--- src/rtl/ifetch_pkg.sv ---
// Shared types and constants for the instruction-fetch unit.
package ifetch_pkg;

  localparam int unsigned INSTR_W = 16;
  localparam logic [INSTR_W-1:0] DEFAULT_NOP_INSTR = 16'h0800;

  typedef enum logic [1:0] {
    ST_IDLE  = 2'd0,
    ST_WAIT  = 2'd1,
    ST_DRAIN = 2'd2
  } fetch_state_e;

endpackage

--- src/rtl/ifetch_unit_if.sv ---
// Instruction-memory request/response bus between the fetch unit (master) and memory (slave).
interface ifetch_unit_if
  import ifetch_pkg::*;
();

  logic               imem_req;
  logic [INSTR_W-1:0] imem_addr;
  logic               imem_ready;
  logic               imem_rvalid;
  logic [INSTR_W-1:0] imem_rdata;

  modport master (
    output imem_req,
    output imem_addr,
    input  imem_ready,
    input  imem_rvalid,
    input  imem_rdata
  );

  modport slave (
    input  imem_req,
    input  imem_addr,
    output imem_ready,
    output imem_rvalid,
    output imem_rdata
  );

endinterface

--- src/rtl/ifetch_unit.sv ---
// Single-entry instruction fetch unit: one outstanding memory request, redirect squashing.
// Optional IFETCH_ALIGN_CHECK_EN: flag odd redirect targets in sticky err and clear bit 0.
module ifetch_unit
  import ifetch_pkg::*;
#(
  parameter logic [INSTR_W-1:0] RESET_PC  = 16'h0000,
  parameter logic [INSTR_W-1:0] NOP_INSTR = DEFAULT_NOP_INSTR
) (
  input  logic               clk,
  input  logic               rst,
  input  logic               pc_wr_en,
  input  logic               redirect,
  input  logic [INSTR_W-1:0] redirect_pc,
  ifetch_unit_if.master      imem,
  output logic [INSTR_W-1:0] instr_out,
  output logic [INSTR_W-1:0] pc_plus2_out,
  output logic               instr_valid,
  output logic               err
);

  fetch_state_e       state_q, state_d;
  logic [INSTR_W-1:0] pc_q, pc_d;
  logic [INSTR_W-1:0] buf_q, buf_d;
  logic [INSTR_W-1:0] pp2_q, pp2_d;
  logic               valid_q, valid_d;
  logic               err_q, err_d;
  logic [INSTR_W-1:0] target;
  logic               fetch_req;

  always_ff @(posedge clk) begin
    if (!rst) begin
      state_q <= ST_IDLE;
      pc_q    <= RESET_PC;
      buf_q   <= NOP_INSTR;
      pp2_q   <= '0;
      valid_q <= 1'b0;
      err_q   <= 1'b0;
    end else begin
      state_q <= state_d;
      pc_q    <= pc_d;
      buf_q   <= buf_d;
      pp2_q   <= pp2_d;
      valid_q <= valid_d;
      err_q   <= err_d;
    end
  end

  always_comb begin
    state_d   = state_q;
    pc_d      = pc_q;
    buf_d     = buf_q;
    pp2_d     = pp2_q;
    valid_d   = valid_q;
`ifdef IFETCH_ALIGN_CHECK_EN
    target    = {redirect_pc[INSTR_W-1:1], 1'b0};
    err_d     = err_q | (redirect & redirect_pc[0]);
`else
    target    = redirect_pc;
    err_d     = 1'b0;
`endif
    fetch_req = (state_q == ST_IDLE) && !redirect && (!valid_q || pc_wr_en);

    if (redirect) begin
      pc_d    = target;
      valid_d = 1'b0;
      // A response landing in the redirect cycle retires the outstanding
      // request, so there is nothing left to drain in either busy state.
      if (state_q != ST_IDLE) begin
        state_d = imem.imem_rvalid ? ST_IDLE : ST_DRAIN;
      end
    end else begin
      if (valid_q && pc_wr_en) begin
        valid_d = 1'b0;
      end
      unique case (state_q)
        ST_IDLE: begin
          if (fetch_req && imem.imem_ready) begin
            state_d = ST_WAIT;
            pc_d    = pc_q + 16'd2;
          end
        end
        ST_WAIT: begin
          if (imem.imem_rvalid) begin
            state_d = ST_IDLE;
            buf_d   = imem.imem_rdata;
            pp2_d   = pc_q;
            valid_d = 1'b1;
          end
        end
        ST_DRAIN: begin
          if (imem.imem_rvalid) begin
            state_d = ST_IDLE;
          end
        end
        default: state_d = ST_IDLE;
      endcase
    end
  end

  assign imem.imem_req  = fetch_req;
  assign imem.imem_addr = pc_q;
  assign instr_out      = valid_q ? buf_q : NOP_INSTR;
  assign pc_plus2_out   = pp2_q;
  assign instr_valid    = valid_q;
  assign err            = err_q;

endmodule

--- src/flat_wrapper.sv ---
// flat-port wrapper written by rule: the top's interface ports become plain ports
module ifetch_unit_flat import ifetch_pkg::*;
#(
  parameter logic [INSTR_W-1:0] RESET_PC  = 16'h0000,
  parameter logic [INSTR_W-1:0] NOP_INSTR = DEFAULT_NOP_INSTR
)
  (clk, rst, pc_wr_en, redirect, redirect_pc, instr_out, pc_plus2_out, instr_valid, err, imem_imem_req, imem_imem_addr, imem_imem_ready, imem_imem_rvalid, imem_imem_rdata);
  ifetch_unit_if imem_i ();
  input  logic clk;
  input  logic rst;
  input  logic pc_wr_en;
  input  logic redirect;
  input  logic [INSTR_W-1:0] redirect_pc;
  output logic [INSTR_W-1:0] instr_out;
  output logic [INSTR_W-1:0] pc_plus2_out;
  output logic instr_valid;
  output logic err;
  output wire logic [$bits(imem_i.imem_req)-1:0] imem_imem_req;
  output wire logic [$bits(imem_i.imem_addr)-1:0] imem_imem_addr;
  input wire logic [$bits(imem_i.imem_ready)-1:0] imem_imem_ready;
  input wire logic [$bits(imem_i.imem_rvalid)-1:0] imem_imem_rvalid;
  input wire logic [$bits(imem_i.imem_rdata)-1:0] imem_imem_rdata;
  assign imem_imem_req = imem_i.imem_req;
  assign imem_imem_addr = imem_i.imem_addr;
  assign imem_i.imem_ready = imem_imem_ready;
  assign imem_i.imem_rvalid = imem_imem_rvalid;
  assign imem_i.imem_rdata = imem_imem_rdata;
  ifetch_unit #(.RESET_PC(RESET_PC), .NOP_INSTR(NOP_INSTR)) u_core (.clk(clk), .rst(rst), .pc_wr_en(pc_wr_en), .redirect(redirect), .redirect_pc(redirect_pc), .imem(imem_i), .instr_out(instr_out), .pc_plus2_out(pc_plus2_out), .instr_valid(instr_valid), .err(err));
endmodule
--- config.mk ---
export PLATFORM = sky130hd
export DESIGN_NAME = ifetch_unit_flat
export DESIGN_NICKNAME = d
export VERILOG_FILES = /design/src/rtl/ifetch_pkg.sv /design/src/rtl/ifetch_unit_if.sv /design/src/rtl/ifetch_unit.sv /design/src/flat_wrapper.sv
export SDC_FILE = /design/constraint.sdc
export NUM_CORES = 1
export LEC_CHECK = 0
export ABC_AREA = 1
export CORE_AREA = 10 10 103 105
export CTS_BUF_LIST = sky130_fd_sc_hd__clkbuf_4 sky130_fd_sc_hd__clkbuf_8
export DETAILED_ROUTE_END_ITERATION = 16
export DIE_AREA = 0 0 113 115
export PLACE_DENSITY = 0.56
export SYNTH_ARGS = -nofsm -noshare
export SYNTH_HDL_FRONTEND = slang
export SYNTH_SLANG_ARGS = --single-unit
--- constraint.sdc ---
create_clock -name clk -period 1.5 [get_ports clk]
set_input_delay 0.3 -clock clk [delete_from_list [all_inputs] [get_ports clk]]
set_output_delay 0.3 -clock clk [all_outputs]
set_load 0.05 [all_outputs]
==> results of run 1 <==
## power groups by stage
stage	clock, mW	combinational, mW	sequential [mW]
after global routing	1.10	1.68	1.62
after CTS	1.06	1.40	1.59
final	1.02	1.57	1.60
after detailed placement	0	1.31	1.62
after floorplan	0	0.443	1.82
after global placement	0	1.30	1.62
## final cells by class
type	count	area, sq um
repair buffers	129	1808
clock inverters	2	38.79
flip-flops and latches	51	1032
fillers	776	3856
well taps	108	135.1
multi-input cells	242	1366
clock buffers	6	82.58
inverters	48	231.5
## metrics by stage
| step | instances | hold slack (ns) | setup slack, ns | util |
|---|---|---|---|---|
| after global placement | 565 | 0.4623 | -0.2249 | 0.4895 |
| after floorplan | 356 | 0.4304 | 0.01974 | - |
| after global routing | 586 | 0.5004 | -0.1072 | 0.5490 |
| after CTS | 577 | 0.4820 | -0.07849 | 0.5139 |
| after detailed placement | 565 | 0.4672 | -0.2209 | 0.4895 |
| final | 586 | 0.4802 | -0.05188 | 0.5490 |
## cells by family after synthesis
logic type	Yosys count	synth area share
xor gates and xnor gates	1	0.003515
AOI/OAI and AO/OA	75	0.1677
buffers and inverters	64	0.1140
DFF	51	0.4096
other	1	0.001505
adders and majority gates	3	0.01506
and+or+nand+nor	161	0.2887
## worst max-delay path: cells and delay by family, from the launching register on
kind,cells,cell delay (ns)
DFF,1,0.33
and+or+nand+nor,2,0.22
adders and majority gates,1,0.14
buffers and inverters,3,0.24
## cell usage after synthesis (all sizes together)
library cell  count
dfxtp            51
nand3            20
o21ai            38
inv              47
a211oi            3
buf              12
xor2              1
clkbuf            4
nand3b            1
a21oi            27
nand2            68
ha                3
clkinv            1
a22oi             1
a31oi             1
nor2             64
o211ai            5
and2              1
nor3              1
conb              1
nand4             6
## routing by layer
metal / share of wire / routed length [microns]
met5: 0 / 0
met4: 0.013 / 115
met3: 0.074 / 661
met2: 0.47 / 4166
met1: 0.45 / 3972
## final timing paths
kind | startpoint | cells after the start | to
setup / recovery | u_core.state_q[0] | 6 | imem_imem_req
hold / removal | u_core.state_q[1] | 2 | u_core.state_q[1]
setup reg to reg | u_core.state_q[0] | 10 | u_core.imem.imem_addr[11]
hold reg to reg | u_core.state_q[1] | 2 | u_core.state_q[1]
## what timing repair did
item                                    4_1_cts  5_1_grt
resized for setup                            22       43
buffers inserted                              4        5
pin swaps                                     3       20
gates cloned                                  0        4
endpoints found under the setup margin       17       64
## registers in the layout, summed over array words and instances (netlist names)
register and flops:
u_core.buf_q 16, u_core.state_q 2, u_core.pc_plus2_out 16, u_core.imem.imem_addr 16, u_core.instr_valid 1
==> impl_metrics.py, run 1 <==
metrics = {
    "outcome": {
        "status": "finished with violations",
        "failed_checks": "negative setup slack",
    },
    "timing": {
        "period_share": 1.035,
        "setup_viol": 3,
        "fmax_mhz": 644.4,
        "setup_ws_ns": -0.05188,
        "report.final.slew_viol_count": 0,
        "fin_tns_setup_ns": -0.06164,
        "finalHoldViolCount": 0,
        "period_needed_ns": 1.552,
        "rsz0062_at_grt": "true",
        "clock_skew_ns": 0.007425,
    },
    "final_layout": {
        "fin_nets": 518,
        "layout_commonest_cell": "nand2_1",
        "final_cell_mix": "nand2_1 (55), buf_12 (54), nor2_1 (52)",
        "syn2layout_area_growth_pct": 88.35,
        "n_antenna_cell": 0,
        "drive_above_1_share": 0.3494,
        "design_area_sq_um": 4695,
    },
    "critical_path": {
        "critPathMaxFanout": 2,
        "cp-start-kind": "flop",
        "setup.worst_path.class": "reg2out",
        "arrival_ns": 1.25,
        "crit_required_ns": 1.20,
        "path_cells": "inv_2, ha_4, inv_4, nor2_8, and2_4, buf_12",
        "r2r_setup_slack_ns": -0.01,
        "critPathMaxStageDelay_ns": 0.33,
        "cp-end-kind": "output pin",
        "crit_slowest_cell": "dfxtp_2",
    },
    "route": {
        "vias": 2715,
        "first_iter_violations": 118,
        "drt-pass1-iter-count": 4,
        "drc_errors": 0,
        "routedWlPerCell_microns": 15.22,
        "vias_per_cell": 4.633,
        "routed_wl_microns": 8916,
        "final_antenna_net_count": 0,
    },
    "placed_design": {
        "hpwl_microns": 6509,
        "placed_cell_area_sq_um": 4185,
        "routabilityCongestion": 0.8613,
        "port_buffers": 87,
    },
    "logic_synthesis": {
        "ys_warn_count": 0,
        "yosysTopAreaCell": "dfxtp_1",
        "synth_fp_nets": 397,
        "postSynthAreaPerCell_sq_um": 7.001,
        "synth_area_leaders": "dfxtp_1 (41%), nand2_1 (9.9%), nor2_1 (8.6%), o21ai_0 (7.0%), inv_1 (6.5%)",
        "yosysSeqAreaShare": 0.4096,
        "synth.cell_area_sq_um": 2492,
        "ys_seq_elements": 51,
        "synth_top_area_share": 0.4096,
        "syn_inst": 356,
        "ys_types": 35,
    },
    "global_routing": {
        "grt.overflow.total": 0,
        "antenna_found_initial": 0,
        "use_met3": 0.04896,
        "met1_usage": 0.1566,
        "grtUsageMet2": 0.2101,
        "globalRouteTotalUtil": 0.1292,
        "busiest_layer": "met2",
        "grt_pass1_wl_microns": 13780,
        "grt_max_degree": 27,
        "grt_pass1_vias": 2728,
    },
    "power": {
        "switching_share": 0.3339,
        "seqPwrFrac": 0.382,
        "p_leak_nw": 2.051,
        "report.power.total_mw": 4.199,
        "combPwrFrac": 0.375,
        "p_sw_mw": 1.402,
        "clockPowerShare": 0.244,
        "power.density_nw_per_um2": 894.4,
        "power.internal_mw": 2.797,
        "vdd_drop_max_mv": 0.3935,
    },
    "cts": {
        "cts_tree": "built",
        "worstSkewPairLatency_ns": 0.31,
        "cts_hold_buf": 0,
        "numCtsBuffers": 5,
        "clock_sinks": 51,
        "htreeDepth": 2,
        "cts.path.max_buffers": 2,
        "clk_pin_slew_worst_paths_ns": 0.09,
        "ctsRootBufferMaster": "clkbuf_8",
    },
    "floorplan": {
        "die_h_microns": 115,
        "dieArea_sq_um": 13000,
        "initial_core_util": 0.2915,
        "die_w_microns": 113,
        "rows": 34,
        "core-area_sq_um": 8551,
        "io_pins": 89,
    },
    "job": {
        "drv_cap": 0,
    },
    "hold_path": {
        "hp-class": "reg2reg",
    },
}
(Power assumes the default switching activity.)
==> run 2: changes to the inputs <==
Settings changed: RECOVER_POWER set to 100.
==> impl_metrics.py, run 2 (synthesis gave the netlist of run 1 again) <==
metrics = {
    "outcome": {
        "status": "finished with violations",
        "failed_checks": "negative setup slack",
    },
    "global_routing": {
        "antenna_found_initial": 0,
        "globalRouteTotalUtil": 0.1292,
        "grt_max_degree": 27,
        "grt_pass1_wl_microns": 13780,
        "grt_pass1_vias": 2728,
        "grt.overflow.total": 0,
    },
    "cts": {
        "clock_sinks": 51,
        "numCtsBuffers": 5,
        "cts.path.max_buffers": 2,
        "clk_pin_slew_worst_paths_ns": 0.09,
        "worstSkewPairLatency_ns": 0.31,
        "cts_hold_buf": 0,
        "htreeDepth": 2,
        "cts_tree": "built",
        "ctsRootBufferMaster": "clkbuf_8",
    },
    "critical_path": {
        "r2r_cells": 10,
        "cp-end-kind": "output pin",
        "timing.rr.end": "u_core.imem.imem_addr[11]",
        "r2r_setup_slack_ns": 0,
        "crit_required_ns": 1.20,
        "cp_top_family": "flip-flops",
        "path_cells": "inv_2, ha_4, inv_4, nor2_8, and2_4, buf_12",
        "timing.rr.start": "u_core.state_q[0]",
        "setup.worst_path.class": "reg2out",
        "critPathMaxFanout": 2,
        "crit_buf_inv": 3,
        "cp-start-kind": "flop",
        "crit_path_start": "u_core.state_q[0]",
        "critPathMaxStageDelay_ns": 0.33,
        "crit_slowest_cell": "dfxtp_2",
        "arrival_ns": 1.25,
    },
    "timing": {
        "finalHoldViolCount": 0,
        "setup_viol": 4,
        "period_needed_ns": 1.552,
        "fmax_mhz": 644.5,
        "rsz0062_at_grt": "true",
        "fin_tns_setup_ns": -0.05572,
        "finalHoldWorstSlack_ns": 0.4680,
        "report.final.slew_viol_count": 0,
        "setup_ws_ns": -0.05160,
        "period_share": 1.034,
        "clock_skew_ns": 0.008119,
    },
    "final_layout": {
        "layout_commonest_cell": "nand2_1",
        "syn2layout_area_growth_pct": 75.55,
        "drive_above_1_share": 0.3431,
        "final_cell_mix": "nand2_1 (55), nor2_1 (52), dfxtp_1 (47)",
        "fin_nets": 518,
        "n_antenna_cell": 0,
        "fillCellCount": 812,
        "fin_cells": 586,
    },
    "power": {
        "report.power.total_mw": 4.036,
        "vdd_drop_max_mv": 0.3847,
        "p_leak_nw": 1.973,
        "power.density_nw_per_um2": 922.5,
    },
    "route": {
        "vias_per_cell": 4.623,
        "first_iter_violations": 110,
        "drt-pass1-iter-count": 4,
        "drc_errors": 0,
        "vias": 2709,
        "routed_wl_microns": 8939,
        "final_antenna_net_count": 0,
        "routedWlPerCell_microns": 15.25,
    },
    "floorplan": {
        "initial_core_util": 0.2915,
        "rows": 34,
        "die_h_microns": 115,
        "io_pins": 89,
        "dieArea_sq_um": 13000,
        "die_w_microns": 113,
        "core-area_sq_um": 8551,
    },
    "placed_design": {
        "routabilityCongestion": 0.8613,
        "port_buffers": 87,
        "place_inst": 565,
        "hpwl_microns": 6509,
    },
    "job": {
        "drv_cap": 0,
    },
    "hold_path": {
        "hold_depth": 2,
        "min_to": "u_core.pc_plus2_out[0]",
        "worstHoldStart": "u_core.pc_plus2_out[0]",
        "hp-class": "reg2reg",
    },
}
==> run 2: cell types whose count changed in the layout (fill, tap and decap cells not counted), sizes merged <==
cell and change:
buf -21, clkbuf +21, clkdlybuf4s50 -1, dlygate4sd3 +1
==> run 2: layout make-up <==
type	count	area, sq um	share of cell area
clock buffers	6	82.58	0.01887
clock inverters	2	38.79	0.008865
inverters	48	231.5	0.05290
multi-input cells	242	1366	0.3123
flip-flops and latches	51	1028	0.2351
well taps	108	135.1	0.03088
repair buffers	129	1493	0.3411
==> run 2: per-layer routing <==
layer / vias to the layer above / routed length [microns] / track usage
li1: 1376 / - / -
met1: 1232 / 4008 / 0.1566
met2: 91 / 4158 / 0.2101
met3: 10 / 656 / 0.04896
met4: 0 / 115 / 0.03469
met5: - / 0 / 0
==> run 2: worst register-to-register path: stages, from the launching register on <==
cell and delay, ns:
dfxtp_2 0.33, inv_2 0.07, ha_4 0.14, inv_4 0.04
nor2_8 0.07, buf_4 0.12, nand3_4 0.16, inv_6 0.16
buf_6 0.11, nand3_1 0.09, a21oi_2 0.15
==> run 2: what timing repair did <==
item / in CTS / in global routing
setup buffers: 4 / 5
pin swaps: 3 / 20
gates cloned: 0 / 4
resized for setup: 22 / 43
endpoints found under the setup margin: 17 / 64
==> run 2: worst max path at each step <==
stage / endpoint / cells past startpoint / slack (ns)
after floorplan: u_core.imem.imem_addr[15] / 7 / 0.02
after global placement: u_core.buf_q[4] / 7 / -0.22
after detailed placement: u_core.buf_q[8] / 7 / -0.22
after CTS: imem_imem_req / 6 / -0.08
after global routing: imem_imem_req / 6 / -0.11
final: imem_imem_req / 6 / -0.05
==> run 2: per-stage QoR <==
| stage | worst slack, ns | area (sq um) | utilization |
|---|---|---|---|
| finish | -0.05160 | 4375 | 0.5117 |
| global route | -0.1072 | 4375 | 0.5117 |
| CTS | -0.07849 | 4394 | 0.5139 |
| detailed placement | -0.2209 | 4185 | 0.4895 |
| global placement | -0.2249 | 4185 | 0.4895 |
| floorplan | 0.01974 | 2536 | - |
==> run 2: power by group <==
group          total [mW]  switching, mW  internal, mW
clock network        1.02          0.473         0.549
logic                1.44          0.806         0.632
registers            1.58         0.0983          1.48
==> run 3: changes to the inputs <==
Settings changed: GPL_ROUTABILITY_DRIVEN set to 0, MAX_ROUTING_LAYER set to met4, SKIP_CTS_REPAIR_TIMING set to 1.
==> impl_metrics.py, run 3 (synthesis gave the netlist of run 1 again) <==
metrics = {
    "power": {
        "vdd_drop_max_mv": 0.3756,
        "power.density_nw_per_um2": 932.6,
        "p_leak_nw": 1.754,
    },
    "route": {
        "first_iter_violations": 112,
        "drc_errors": 0,
        "final_antenna_net_count": 0,
        "drt-pass1-iter-count": 4,
        "vias_per_cell": 4.550,
        "vias": 2621,
        "routed_wl_microns": 8294,
        "routedWlPerCell_microns": 14.40,
    },
    "critical_path": {
        "setup.worst_path.class": "in2out",
        "crit_buf_inv": 3,
        "cp-end-kind": "output pin",
        "crit_slowest_cell": "clkdlybuf4s50_1",
        "cp-start-kind": "input pin",
        "critPathMaxStageDelay_ns": 0.39,
        "path_cells": "clkdlybuf4s50_1, buf_4, nor2_8, and2_4, buf_12",
        "cp_top_family": "buffers and inverters",
        "arrival_ns": 1.29,
        "crit_required_ns": 1.20,
        "critPathMaxFanout": 6,
    },
    "final_layout": {
        "area.sequential_sq_um": 1028,
        "fillCellCount": 853,
        "syn2layout_area_growth_pct": 64.21,
        "design_area_sq_um": 4093,
        "drive_above_1_share": 0.3013,
        "layout_commonest_cell": "nor2_1",
        "multi_input_area_sq_um": 1254,
        "final_cell_mix": "nor2_1 (56), nand2_1 (55), dfxtp_1 (47)",
        "fin_nets": 508,
        "final_util": 0.4786,
        "n_antenna_cell": 0,
    },
    "job": {
        "drv_cap": 0,
    },
    "floorplan": {
        "rows": 34,
        "io_pins": 89,
        "dieArea_sq_um": 13000,
        "initial_core_util": 0.2915,
        "die_w_microns": 113,
        "core-area_sq_um": 8551,
        "die_h_microns": 115,
    },
    "global_routing": {
        "use_met3": 0.03854,
        "antenna_found_initial": 0,
        "grtUsageMet2": 0.2070,
        "met1_usage": 0.1621,
        "grt.overflow.total": 0,
        "grt_pass1_vias": 2695,
        "grt_pass1_wl_microns": 13650,
        "globalRouteTotalUtil": 0.1320,
        "grt_max_degree": 27,
        "busiest_layer": "met2",
    },
    "timing": {
        "setup_ws_ns": -0.09174,
        "finalHoldViolCount": 0,
        "report.final.slew_viol_count": 0,
        "fmax_mhz": 628.2,
        "rsz0062_at_grt": "true",
        "setup_viol": 1,
        "period_share": 1.061,
        "fin_tns_setup_ns": -0.09174,
        "clock_skew_ns": 0.006011,
        "period_needed_ns": 1.592,
    },
    "cts": {
        "clk_pin_slew_worst_paths_ns": 0.09,
        "clock_sinks": 51,
        "htreeDepth": 2,
        "worstSkewPairLatency_ns": 0.31,
        "cts.path.max_buffers": 2,
        "cts_tree": "built",
        "numCtsBuffers": 5,
        "ctsRootBufferMaster": "clkbuf_8",
    },
    "placed_design": {
        "placed_cell_area_sq_um": 4185,
        "hpwl_microns": 6509,
        "port_buffers": 87,
    },
    "hold_path": {
        "hp-class": "reg2reg",
    },
    "outcome": {
        "failed_checks": "negative setup slack",
        "status": "finished with violations",
    },
}
-- run 3: cell count changes in the layout (fill, tap and decap cells not counted), moves of 3 or more --
cell and delta:
nor2_1 +4, clkbuf_16 -3, nand2_2 +10, nor2_2 -3
inv_1 +3, a21oi_1 +3, nand2_4 -10
-- run 3: power breakdown --
group / switching (mW) / total (mW) / internal, mW
clock network: 0.462 / 1.01 / 0.549
logic: 0.731 / 1.24 / 0.509
registers: 0.0879 / 1.57 / 1.48
-- run 3: through the flow --
| step | hold WS [ns] | power [mW] | instances | worst slack (ns) |
|---|---|---|---|---|
| after global routing | 0.4996 | 4.036 | 576 | -0.1341 |
| after global placement | 0.4623 | 2.916 | 565 | -0.2249 |
| after floorplan | 0.4304 | 2.263 | 356 | 0.01974 |
| after detailed placement | 0.4672 | 2.928 | 565 | -0.2209 |
| after CTS | 0.4819 | 3.961 | 573 | -0.2460 |
| final | 0.4702 | 3.817 | 576 | -0.09174 |
-- run 3: final timing paths --
path	from	endpoint	slack, ns	depth (start not counted)
worst min register to register	u_core.pc_plus2_out[0]	u_core.pc_plus2_out[0]	0.47	2
worst min-delay path	u_core.pc_plus2_out[0]	u_core.pc_plus2_out[0]	0.47	2
worst max-delay path	redirect	imem_imem_req	-0.09	5
worst max register to register	u_core.imem.imem_addr[3]	u_core.imem.imem_addr[8]	0.11	6
-- run 3: area by class of cell --
cell class	instances	share of cell area
timing repair buffer	119	0.3238
multi-input combinational	242	0.3063
sequential	51	0.2513
inverter	48	0.05595
tap	108	0.03302
clock buffer	6	0.02018
clock inverter	2	0.009477
-- run 3: worst register-to-register path, delay by kind of cell (launching register included) --
family	cells	cell delay (ns)
xor gates and xnor gates	1	0.15
AOI/OAI and AO/OA	1	0.14
buffers and inverters	1	0.19
and+or+nand+nor	3	0.34
DFF	1	0.47
-- run 3: layer usage --
layer,share of wire,wire length [microns]
met3,0.076,628
met4,0.015,122
met2,0.45,3769
met1,0.45,3773
met5,0,0
